[src/rtl/vr_commit_walker.sv]
// VR COMMIT engine: validates a COMMIT against VR state, then read-modify-writes each newly
// committed log entry's flag and writes back last-commit. VR_COMMIT_WALKER_STATS_EN adds counters.
module vr_commit_walker #(
  parameter int NOC_DATA_W     = 512,
  parameter int OP_NUM_W       = 64,
  parameter int LOG_DEPTH_LOG2 = 10,
  parameter int COMMIT_BIT     = 0,
  parameter int MAX_WALK       = 16
) (
  input  logic                      clk,
  input  logic                      rst_n,
  input  logic                      msg_val,
  input  logic [OP_NUM_W-1:0]       msg_view,
  input  logic [OP_NUM_W-1:0]       msg_commit_num,
  output logic                      msg_rdy,
  input  logic [OP_NUM_W-1:0]       state_view,
  input  logic [OP_NUM_W-1:0]       state_last_commit,
  input  logic [OP_NUM_W-1:0]       state_op_num,
  output logic                      state_wr_val,
  output logic [OP_NUM_W-1:0]       state_wr_last_commit,
  input  logic                      state_wr_rdy,
  output logic                      log_rd_req_val,
  output logic [LOG_DEPTH_LOG2-1:0] log_rd_req_addr,
  input  logic                      log_rd_req_rdy,
  input  logic                      log_rd_resp_val,
  input  logic [NOC_DATA_W-1:0]     log_rd_resp_data,
  output logic                      log_rd_resp_rdy,
  output logic                      log_wr_val,
  output logic [LOG_DEPTH_LOG2-1:0] log_wr_addr,
  output logic [NOC_DATA_W-1:0]     log_wr_data,
  input  logic                      log_wr_rdy,
  output logic                      busy
`ifdef VR_COMMIT_WALKER_STATS_EN
  ,
  output logic [31:0]               stat_entries_committed,
  output logic [31:0]               stat_msgs_dropped
`endif
);

  typedef enum logic [2:0] {IDLE, CHECK, RD_REQ, RD_RESP, WR, STATE_WR} state_e;

  state_e                state_q, state_d;
  logic [OP_NUM_W-1:0]   view_q, view_d;
  logic [OP_NUM_W-1:0]   commit_num_q, commit_num_d;
  logic [OP_NUM_W-1:0]   target_q, target_d;
  logic [OP_NUM_W-1:0]   cur_q, cur_d;
  logic [NOC_DATA_W-1:0] data_q, data_d;
  logic [OP_NUM_W-1:0]   walk_lim_c, tgt_c;
  logic                  drop_c;

  always_comb begin
    state_d      = state_q;
    view_d       = view_q;
    commit_num_d = commit_num_q;
    target_d     = target_q;
    cur_d        = cur_q;
    data_d       = data_q;
    // Walk target is the smallest of leader commit, local op number and the per-message cap.
    walk_lim_c   = state_last_commit + OP_NUM_W'(MAX_WALK);
    tgt_c        = commit_num_q;
    if (state_op_num < tgt_c) tgt_c = state_op_num;
    if (walk_lim_c < tgt_c)   tgt_c = walk_lim_c;
    drop_c       = (view_q != state_view) || (tgt_c <= state_last_commit);
    case (state_q)
      IDLE: if (msg_val) begin
        view_d       = msg_view;
        commit_num_d = msg_commit_num;
        state_d      = CHECK;
      end
      CHECK: begin
        target_d = tgt_c;
        if (drop_c) begin
          state_d = IDLE;
        end else begin
          cur_d   = state_last_commit + OP_NUM_W'(1);
          state_d = RD_REQ;
        end
      end
      RD_REQ: if (log_rd_req_rdy) state_d = RD_RESP;
      RD_RESP: if (log_rd_resp_val) begin
        data_d             = log_rd_resp_data;
        data_d[COMMIT_BIT] = 1'b1;
        state_d            = WR;
      end
      WR: if (log_wr_rdy) begin
        if (cur_q == target_q) begin
          state_d = STATE_WR;
        end else begin
          cur_d   = cur_q + OP_NUM_W'(1);
          state_d = RD_REQ;
        end
      end
      STATE_WR: if (state_wr_rdy) state_d = IDLE;
      default: state_d = IDLE;
    endcase
  end

  always_ff @(posedge clk or negedge rst_n) begin
    if (!rst_n) begin
      state_q      <= IDLE;
      view_q       <= '0;
      commit_num_q <= '0;
      target_q     <= '0;
      cur_q        <= '0;
      data_q       <= '0;
    end else begin
      state_q      <= state_d;
      view_q       <= view_d;
      commit_num_q <= commit_num_d;
      target_q     <= target_d;
      cur_q        <= cur_d;
      data_q       <= data_d;
    end
  end

  assign msg_rdy              = (state_q == IDLE);
  assign busy                 = (state_q != IDLE);
  assign log_rd_req_val       = (state_q == RD_REQ);
  assign log_rd_req_addr      = cur_q[LOG_DEPTH_LOG2-1:0];
  assign log_rd_resp_rdy      = (state_q == RD_RESP);
  assign log_wr_val           = (state_q == WR);
  assign log_wr_addr          = cur_q[LOG_DEPTH_LOG2-1:0];
  assign log_wr_data          = data_q;
  assign state_wr_val         = (state_q == STATE_WR);
  assign state_wr_last_commit = target_q;

`ifdef VR_COMMIT_WALKER_STATS_EN
  logic [31:0] stat_ent_q, stat_ent_d;
  logic [31:0] stat_drop_q, stat_drop_d;

  always_comb begin
    stat_ent_d  = stat_ent_q;
    stat_drop_d = stat_drop_q;
    if (state_q == WR && log_wr_rdy) stat_ent_d  = stat_ent_q + 32'd1;
    if (state_q == CHECK && drop_c)  stat_drop_d = stat_drop_q + 32'd1;
  end

  always_ff @(posedge clk or negedge rst_n) begin
    if (!rst_n) begin
      stat_ent_q  <= '0;
      stat_drop_q <= '0;
    end else begin
      stat_ent_q  <= stat_ent_d;
      stat_drop_q <= stat_drop_d;
    end
  end

  assign stat_entries_committed = stat_ent_q;
  assign stat_msgs_dropped      = stat_drop_q;
`endif

endmodule

[config.mk]
export PLATFORM = sky130hd
export DESIGN_NAME = vr_commit_walker
export DESIGN_NICKNAME = d
export VERILOG_FILES = /design/src/rtl/vr_commit_walker.sv
export SDC_FILE = /design/constraint.sdc
export NUM_CORES = 1
export LEC_CHECK = 0
export BUFFER_PORTS_ARGS = -buffer_cell sky130_fd_sc_hd__clkbuf_2
export CAP_MARGIN = 5
export CORE_AREA = 10 10 550 552
export DETAILED_ROUTE_END_ITERATION = 16
export DIE_AREA = 0 0 560 562
export HOLD_SLACK_MARGIN = 0.03
export PLACE_DENSITY = 0.36
export SYNTH_ARGS = -nofsm -noshare
export SYNTH_HDL_FRONTEND = slang
export SYNTH_SLANG_ARGS = --single-unit
export TNS_END_PERCENT = 50
[constraint.sdc]
create_clock -name clk -period 20.2 [get_ports clk]
set_clock_uncertainty 0.2 [all_clocks]
set_input_delay 2.02 -clock clk [delete_from_list [all_inputs] [get_ports clk]]
set_output_delay 2.02 -clock clk [all_outputs]
set_load 0.05 [all_outputs]
Yosys cells after proc, flatten, opt, wreduce, memory -nomap -nowiden --
Index checks and enable logic that the tools add are counted.
Word-level totals: flip-flop bits (word level) 771, bits of input ports 839, logic and storage cells 48
Cells by class: add/subtract/negate cells 3, $lt $le $gt $ge 3, equality and inequality tests 14, muxes and demuxes 14, reduce and logical (&&, ||, !) cells 8
Operators with widths (number):
- $mux 64 | 5
- $add 64x1->64 const B | 2
- $lt 64x64->1 | 2
- $pmux 64 s2 | 1
- $add 64x5->64 const B | 1
- $eq 64x64->1 | 1
- $le 64x64->1 | 1
- $ne 64x64->1 | 1
- $mux 3 | 6
- $pmux 3 s6 | 1
- $ne 2x2->1 const B | 4
- $eq 3x2->1 const B | 2
- $eq 3x3->1 const B | 2
- $ne 2x1->1 const B | 3
- $reduce_and 5->1 | 1
- $reduce_and 2->1 | 2
- $reduce_and 4->1 | 1
- $eq 3x1->1 const B | 1
- $logic_not 3->1 | 1
- $reduce_bool 3->1 | 1
- $mux 2 | 1
- $reduce_bool 2->1 | 1
- $logic_or 1x1->1 | 1

Depth between registers and ports, before layout --
Gate-level depths: netlist (run 1).
word-level depth 8, gate-level depth with buffers 36, gate-level depth less buffers 30

Worst setup path after synthesis (run 1) --
Ideal clock, no wire load.
path type input-to-reg, from input port state_op_num[5], to register cur_q[12], library setup time 0.094 ns, arrival 9.042 ns, required time 19.906 ns, path slack 10.864 ns, cell stages on the path 33, buffers on the path 6, cell sequence ha_1 a21o_1 a21o_1 a221oi_1 o21ai_0 a32oi_1 and2_1 clkbuf_1 buf_1 mux2i_1 ha_1 o21ai_0 nor2_1 a2111oi_0 o211ai_1 a211oi_1 o31a_1 buf_2 buf_2 mux2i_1 ha_1 o21a_1 o21a_1 o21ai_0 a21oi_1 a2111oi_0 nand2_1 o31a_1 nor2_1 clkbuf_1 clkbuf_1 a21oi_1 a211oi_1
Between the ends: word-level cells in the longest chain between the ends 8
Ends and longest elaborated chain:
- from (decl) | RTL line 18 | input logic [OP_NUM_W-1:0] state_op_num,
- $lt 64x64->1 | RTL line 61 | if (state_op_num < tgt_c) tgt_c = state_op_num;
- $mux 64 (*) | RTL line 61
- $lt 64x64->1 | RTL line 62 | if (walk_lim_c < tgt_c) tgt_c = walk_lim_c;
- $mux 64 (*) | RTL line 62
- named net tgt_c[45] | RTL line 48 | logic [OP_NUM_W-1:0] walk_lim_c, tgt_c;
- $le 64x64->1 (*) | RTL line 63 | drop_c = (view_q != state_view) || (tgt_c <= state_last_commit);
- $logic_or 1x1->1 (*) | RTL line 63
- $ne 2x2->1 (no source line) (*)
- $reduce_and 4->1 (no source line) (*)
- to (signal assigned) | RTL line 111 | cur_q <= cur_d;
- to (decl) | RTL line 46 | logic [OP_NUM_W-1:0] cur_q, cur_d;
The timed path passes the listed nets; every way through them passes the cells marked *. A chain may end at the register's enable or synchronous reset.

Worst setup path in the final report (run 1) --
from input port state_op_num[5], to register cur_q[62]
Same word-level chain as after synthesis.

==> results of run 1 <==
power groups by stage:
stage | combinational, uW | clock [uW] | sequential [uW]
floorplan | 430 | 0 | 1880
global placement | 1020 | 0 | 1770
detailed placement | 1020 | 0 | 1770
CTS | 1030 | 2090 | 1750
global route | 1100 | 2140 | 1750
finish | 1020 | 2010 | 1750
placed cells by master, fill, tap and decap left out, types with 10 or more instances in the layout:
cell | netlist | layout
a2111oi_0 | 10 | 10
a211oi_1 | 33 | 32
a21o_1 | 12 | 12
a21oi_1 | 130 | 130
a311oi_1 | 15 | 15
and3_1 | 20 | 20
buf_4 | 20 | 33
clkbuf_1 | 133 | 20
clkbuf_16 | 0 | 112
clkbuf_2 | 0 | 1438
clkbuf_8 | 0 | 26
clkinv_2 | 0 | 19
dfrtp_1 | 771 | 771
diode_2 | 0 | 54
ha_1 | 192 | 192
inv_1 | 200 | 200
mux2_2 | 648 | 648
mux2i_1 | 146 | 146
nand2_1 | 214 | 213
nand2b_1 | 15 | 15
nand3_1 | 86 | 86
nand4_1 | 74 | 74
nor2_1 | 136 | 135
nor3_1 | 41 | 40
nor4_1 | 23 | 21
o2111ai_1 | 11 | 11
o211ai_1 | 14 | 14
o21ai_0 | 151 | 151
xnor2_1 | 185 | 185
xor2_1 | 17 | 17
stage by stage:
step / setup slack (ns) / power, uW / hold WS, ns / cells / instance area, um^2
after detailed placement: 5.38 / 2800 / 0.263 / 8655 / 51600
after global placement: 5.50 / 2790 / 0.251 / 8655 / 51600
after floorplan: 10.86 / 2310 / 0.301 / 3462 / 40000
final: 6.22 / 4770 / 0.282 / 8908 / 55300
after global routing: 5.46 / 5000 / 0.312 / 8866 / 55200
after CTS: 6.28 / 4870 / 0.283 / 8854 / 55200
cell families after synthesis:
logic type               after synthesis
AO/OA/AOI/OAI                        441
XOR/XNOR                             202
adder cells (fa/ha/maj)              192
buffers and inverters                383
flip-flops                           771
multiplexers                         794
AND/OR/NAND/NOR                      679
per-layer routing:
layer / track usage (%) / vias to the layer above / share of wire [%]
met4: 5.19 / 136 / 3.6
met5: 0 / - / 0.33
met3: 9.44 / 498 / 12
met1: 16.4 / 17268 / 33
met2: 31.1 / 1394 / 51
li1: - / 15206 / -
cell type report:
cell class                 instances  area (um^2)  area share, %
inverter                         201          759           1.37
sequential                       771        19300           34.9
clock buffer                     158         3240           5.85
timing repair buffer            1475         7520           13.6
multi-input combinational       2308        19100           34.5
tap                             3900         4880           8.82
clock inverter                    41          415          0.751
antenna                           54          135          0.244
final timing paths:
path | from | end | cells after the start
max | state_op_num[5] | cur_q[62]$_DFFE_PN0P_ | 33
min | log_wr_data[0]$_DFFE_PN0P_ | log_wr_data[0]$_DFFE_PN0P_ | 1
max reg2reg | commit_num_q[5]$_DFFE_PN0P_ | cur_q[62]$_DFFE_PN0P_ | 33
min reg2reg | log_wr_data[0]$_DFFE_PN0P_ | log_wr_data[0]$_DFFE_PN0P_ | 1
max in group asynchronous | rst_n | log_wr_data[146]$_DFFE_PN0P_ | 5
min in group asynchronous | rst_n | commit_num_q[49]$_DFFE_PN0P_ | 1
state kept, by name, indices dropped and copies added, names as in the netlist:
name / count
state_q: 3
state_wr_last_commit: 64
commit_num_q: 64
view_q: 64
cur_q: 64
log_wr_data: 512
worst max-delay path: cells and delay by family:
kind                     cells  cell delay (ns)
multiplexers                 2             0.77
AO/OA/AOI/OAI               13             4.71
buffers and inverters        5             2.26
adder cells (fa/ha/maj)      3             1.02
AND/OR/NAND/NOR             10             3.36
==> impl_metrics.py, run 1 <==
metrics = {
    "status": {
        "outcome": "finished clean",
    },
    "clock_network": {
        "clk_pin_slew_ns": 0.06,
        "cts_setup_buffers": 0,
        "htreeDepth": 3,
        "insertion_delay_ns": 0.84,
        "hold_buffers": 0,
        "cts_tree": "yes",
        "ctsResizeCount": 0,
        "cts.sinks": 771,
        "cts-root-buf": "clkbuf_16",
        "clockBufferDepth": 4,
        "cts_buffers": 111,
    },
    "placed_design": {
        "dpl.hpwl_um": 244000,
        "io_buffers": 1439,
        "globalplace.congestion": 0.895,
    },
    "layout": {
        "syn2layout_area_growth_pct": 38.5,
        "final_nets": 5899,
        "drive_above_1_share_pct": 47.4,
        "post-route-util_pct": 19.0,
        "fillers": 32324,
    },
    "logic_synthesis": {
        "synth.mux.area_fraction_pct": 21.9,
        "synth-edff-count": 0,
        "yosys-top-cells-area": "dfrtp_1, mux2_2, ha_1, xnor2_1, mux2i_1",
        "synth.most_common_cell": "dfrtp_1",
        "synthAdderAreaFrac_pct": 6.01,
        "synth_top_family_by_area": "multiplexers",
        "dominantRegCellSynth": "dfrtp_1",
        "yosys.area_share.xor_xnor_pct": 4.43,
        "synth_largest_area_cell": "dfrtp_1",
        "syn_nets": 4493,
        "ys_seq_area_share_pct": 48.3,
        "yosys.area.top_type_share_pct": 48.3,
        "synth_area_per_cell_um2": 11.5,
        "synth_common_cells": "dfrtp_1, mux2_2, nand2_1, inv_1, ha_1",
        "ys_types": 84,
        "ys_async_sr_fraction_pct": 100,
        "netlist_instances": 3462,
        "synth_area_um2": 40000,
        "yosysWarningCount": 0,
        "synth_compound_area_share_pct": 6.85,
        "ys_seq_elements": 771,
        "synthSimpleGateAreaFrac_pct": 8.51,
    },
    "drt": {
        "wire_per_inst_um": 31.6,
        "routed_wirelength_um": 281000,
        "vias": 34502,
        "drtPass1Iterations": 5,
        "drt_iter0_markers": 2305,
        "ant_nets": 0,
        "vias_per_cell": 3.87,
        "drc": 0,
    },
    "sta": {
        "fmax_mhz": 71.5,
        "worstMarginPinSlew_ns": 1.15,
        "hold_viol": 0,
        "min_period_over_period_pct": 69.2,
        "slew_violations": 0,
        "setup_violations": 0,
        "rsz0062_at_grt": "false",
        "relSlewSlack_pct": 22.8,
        "timing.setup.tns_ns": 0,
        "period_needed_ns": 13.98,
    },
    "hold_path": {
        "hold_path.class": "reg2reg",
    },
    "pwr": {
        "power.density_nw_per_um2": 86.2,
        "switchingPower_uw": 1620,
        "swShare_pct": 33.9,
        "p_leak_uw": 0.0277,
        "combPwrFrac_pct": 21.3,
        "p_clk_share_pct": 42.1,
        "ir_drop_mv": 0.0710,
        "power_frac_seq_pct": 36.6,
        "p_int_uw": 3150,
    },
    "global_routing": {
        "gr-total-overflow": 0,
        "grt_max_degree": 158,
        "first_global_vias": 35778,
        "grt_pass1_wl_um": 364000,
        "grt_usage_pct": 17.1,
        "antenna_found_initial": 218,
    },
    "floorplanning": {
        "die_h_um": 562,
        "boundaryPins": 1441,
        "rows": 198,
        "die_area_um2": 315000,
        "core_um2": 291000,
        "die_w_um": 560,
        "start_util_pct": 13.7,
    },
    "setup_path": {
        "path_class": "in2reg",
        "crit_fanout": 50,
        "crit_path_max_incr_delay_ns": 0.97,
        "required_ns": 20.68,
        "r2r_slack_ns": 7.10,
        "crit_slowest_cell": "nor3_1",
        "end_kind": "flip-flop",
        "cp_data_arrival_time_ns": 14.46,
        "crit_path_start_kind": "input port",
        "crit_top_cell": "buf_4",
    },
    "flow_run": {
        "cap_violations": 0,
    },
}
(Power assumes the default switching activity.)
==> run 2: changes to the inputs <==
- PLACE_DENSITY: 0.36 -> 0.37
- clock period: 20.2 -> 11.3 ns (I/O delays scaled with it)
==> run 2 against run 1 <==
Setup slack got worse by 5.5 ns. Die area unchanged. Via count increased by 1.3%. Clock power increased by 76%. Power increased by 81%. Routed wire length increased by 5.5%. Sequential share of layout area decreased by 0.49 points. Non-clock buffer count increased by 100. Critical endpoint unchanged.
==> impl_metrics.py, run 2 (synthesis results as in run 1) <==
metrics = {
    "status": {
        "outcome": "finished clean",
    },
    "setup_path": {
        "required_ns": 11.73,
        "r2r-start": "commit_num_q[63]$_DFFE_PN0P_",
        "crit_path_max_incr_delay_ns": 0.92,
        "cp_data_arrival_time_ns": 10.98,
        "timing.critical_path.to": "cur_q[62]$_DFFE_PN0P_",
        "rr_worst_depth": 37,
        "crit_path_start_kind": "input port",
        "path_class": "in2reg",
        "crit_fanout": 25,
        "r2r_slack_ns": 0.83,
        "worst-path-stages": 37,
        "r2r-end": "cur_q[62]$_DFFE_PN0P_",
        "crit_slowest_cell": "nor4_2",
        "end_kind": "flip-flop",
        "crit_top_cell": "buf_4",
        "path_buf_inv": 9,
        "critPathLaunch": "state_op_num[61]",
        "path_delay_family": "simple AND/OR/NAND/NOR gates",
    },
    "floorplanning": {
        "rows": 198,
        "die_h_um": 562,
        "core_um2": 291000,
        "start_util_pct": 13.7,
        "die_area_um2": 315000,
        "die_w_um": 560,
        "boundaryPins": 1441,
    },
    "clock_network": {
        "hold_buffers": 0,
        "cts.sinks": 771,
        "insertion_delay_ns": 0.82,
        "clockBufferDepth": 4,
        "cts_setup_buffers": 0,
        "cts_tree": "yes",
        "clk_pin_slew_ns": 0.06,
        "cts-root-buf": "clkbuf_16",
        "htreeDepth": 3,
        "ctsResizeCount": 0,
        "cts_buffers": 110,
    },
    "pwr": {
        "power.density_nw_per_um2": 154,
        "p_int_uw": 5700,
        "p_leak_uw": 0.0282,
        "power_frac_seq_pct": 36.3,
        "switchingPower_uw": 2930,
        "p_clk_share_pct": 41.0,
        "combPwrFrac_pct": 22.8,
        "swShare_pct": 33.9,
        "ir_drop_mv": 0.119,
    },
    "sta": {
        "fmax_mhz": 94.8,
        "rsz0062_at_grt": "false",
        "min_period_over_period_pct": 93.3,
        "worstMarginPinSlew_ns": 1.13,
        "slew_violations": 0,
        "setup_violations": 0,
        "relSlewSlack_pct": 24.2,
        "period_needed_ns": 10.55,
        "hold_viol": 0,
    },
    "drt": {
        "drc": 0,
        "drt_iter0_markers": 2352,
        "drtPass1Iterations": 5,
        "routed_wirelength_um": 297000,
        "wire_per_inst_um": 32.9,
        "vias_per_cell": 3.88,
        "vias": 34951,
        "ant_nets": 0,
    },
    "layout": {
        "largest_reg_flops": 512,
        "fillers": 32354,
        "postLayoutCellArea_um2": 56100,
        "final_nets": 5998,
        "layout_common_cells": "clkbuf_2, dfrtp_1, mux2_2",
        "final_common_cell": "clkbuf_2",
        "post-route-util_pct": 19.3,
        "syn2layout_area_growth_pct": 40.5,
        "drive_above_1_share_pct": 48.2,
    },
    "global_routing": {
        "antenna_found_initial": 184,
        "grt_pass1_wl_um": 380000,
        "grt_usage_pct": 18.0,
        "grt_max_degree": 159,
        "gr-total-overflow": 0,
        "first_global_vias": 36305,
    },
    "flow_run": {
        "cap_violations": 0,
    },
    "placed_design": {
        "globalplace.congestion": 0.888,
        "dpl_cell_area_um2": 52400,
        "dpl.hpwl_um": 259000,
        "io_buffers": 1439,
    },
    "hold_path": {
        "hold_path.class": "in2async",
    },
}
## run 2: cell count changes in the layout (fill, tap and decap cells not counted), sizes merged
| cell | delta |
|---|---|
| diode | +19 |
| clkinvlp | -7 |
| clkinv | -5 |
| bufinv | +1 |
| inv | -2 |
| buf | +100 |
## run 2: worst min-delay path by stage
stage	from	end	cells after the start
floorplan	view_q[62]$_DFFE_PN0P_	view_q[62]$_DFFE_PN0P_	1
global placement	log_wr_data[0]$_DFFE_PN0P_	log_wr_data[0]$_DFFE_PN0P_	1
detailed placement	log_wr_data[0]$_DFFE_PN0P_	log_wr_data[0]$_DFFE_PN0P_	1
CTS	rst_n	state_wr_last_commit[54]$_DFFE_PN0N_	1
global route	rst_n	state_wr_last_commit[62]$_DFFE_PN0N_	1
finish	rst_n	state_wr_last_commit[61]$_DFFE_PN0N_	1
## run 2: power by group through the flow
stage	clock network [uW]	registers [uW]	logic, uW
final	3530	3130	1960
after global routing	3770	3140	2120
after floorplan	0	3350	769
after global placement	0	3180	1980
after detailed placement	0	3180	1990
after CTS	3680	3130	2000
## run 2: stage by stage
step	hold slack (ns)	setup TNS [ns]	worst slack (ns)	total power, uW	instances
after floorplan	0.301	0	2.85	4120	3462
after global placement	0.253	-5.46	-0.195	5160	8755
after detailed placement	0.258	-1.86	-0.127	5170	8755
after CTS	0.0946	0	0.587	8810	8941
after global routing	0.116	0	0.209	9030	8957
final	0.106	0	0.753	8630	9014
## run 2: layout make-up
class                      instances  area (um^2)  share of cell area (%)
sequential                       771        19300                    34.4
tap                             3900         4880                    8.69
clock buffer                     158         3170                    5.65
multi-input combinational       2308        19100                    34.0
clock inverter                    28          340                   0.606
antenna                           73          183                   0.325
timing repair buffer            1575         8400                    15.0
inverter                         201          759                    1.35
## run 2: routing by layer
metal,up-vias,wire [um],part of all wire (%),track usage (%)
met3,471,34500,12,9.95
li1,15444,-,-,-
met2,1365,155000,52,33.4
met1,17477,94800,32,16.7
met5,-,1320,0.44,0
met4,194,11300,3.8,6.02
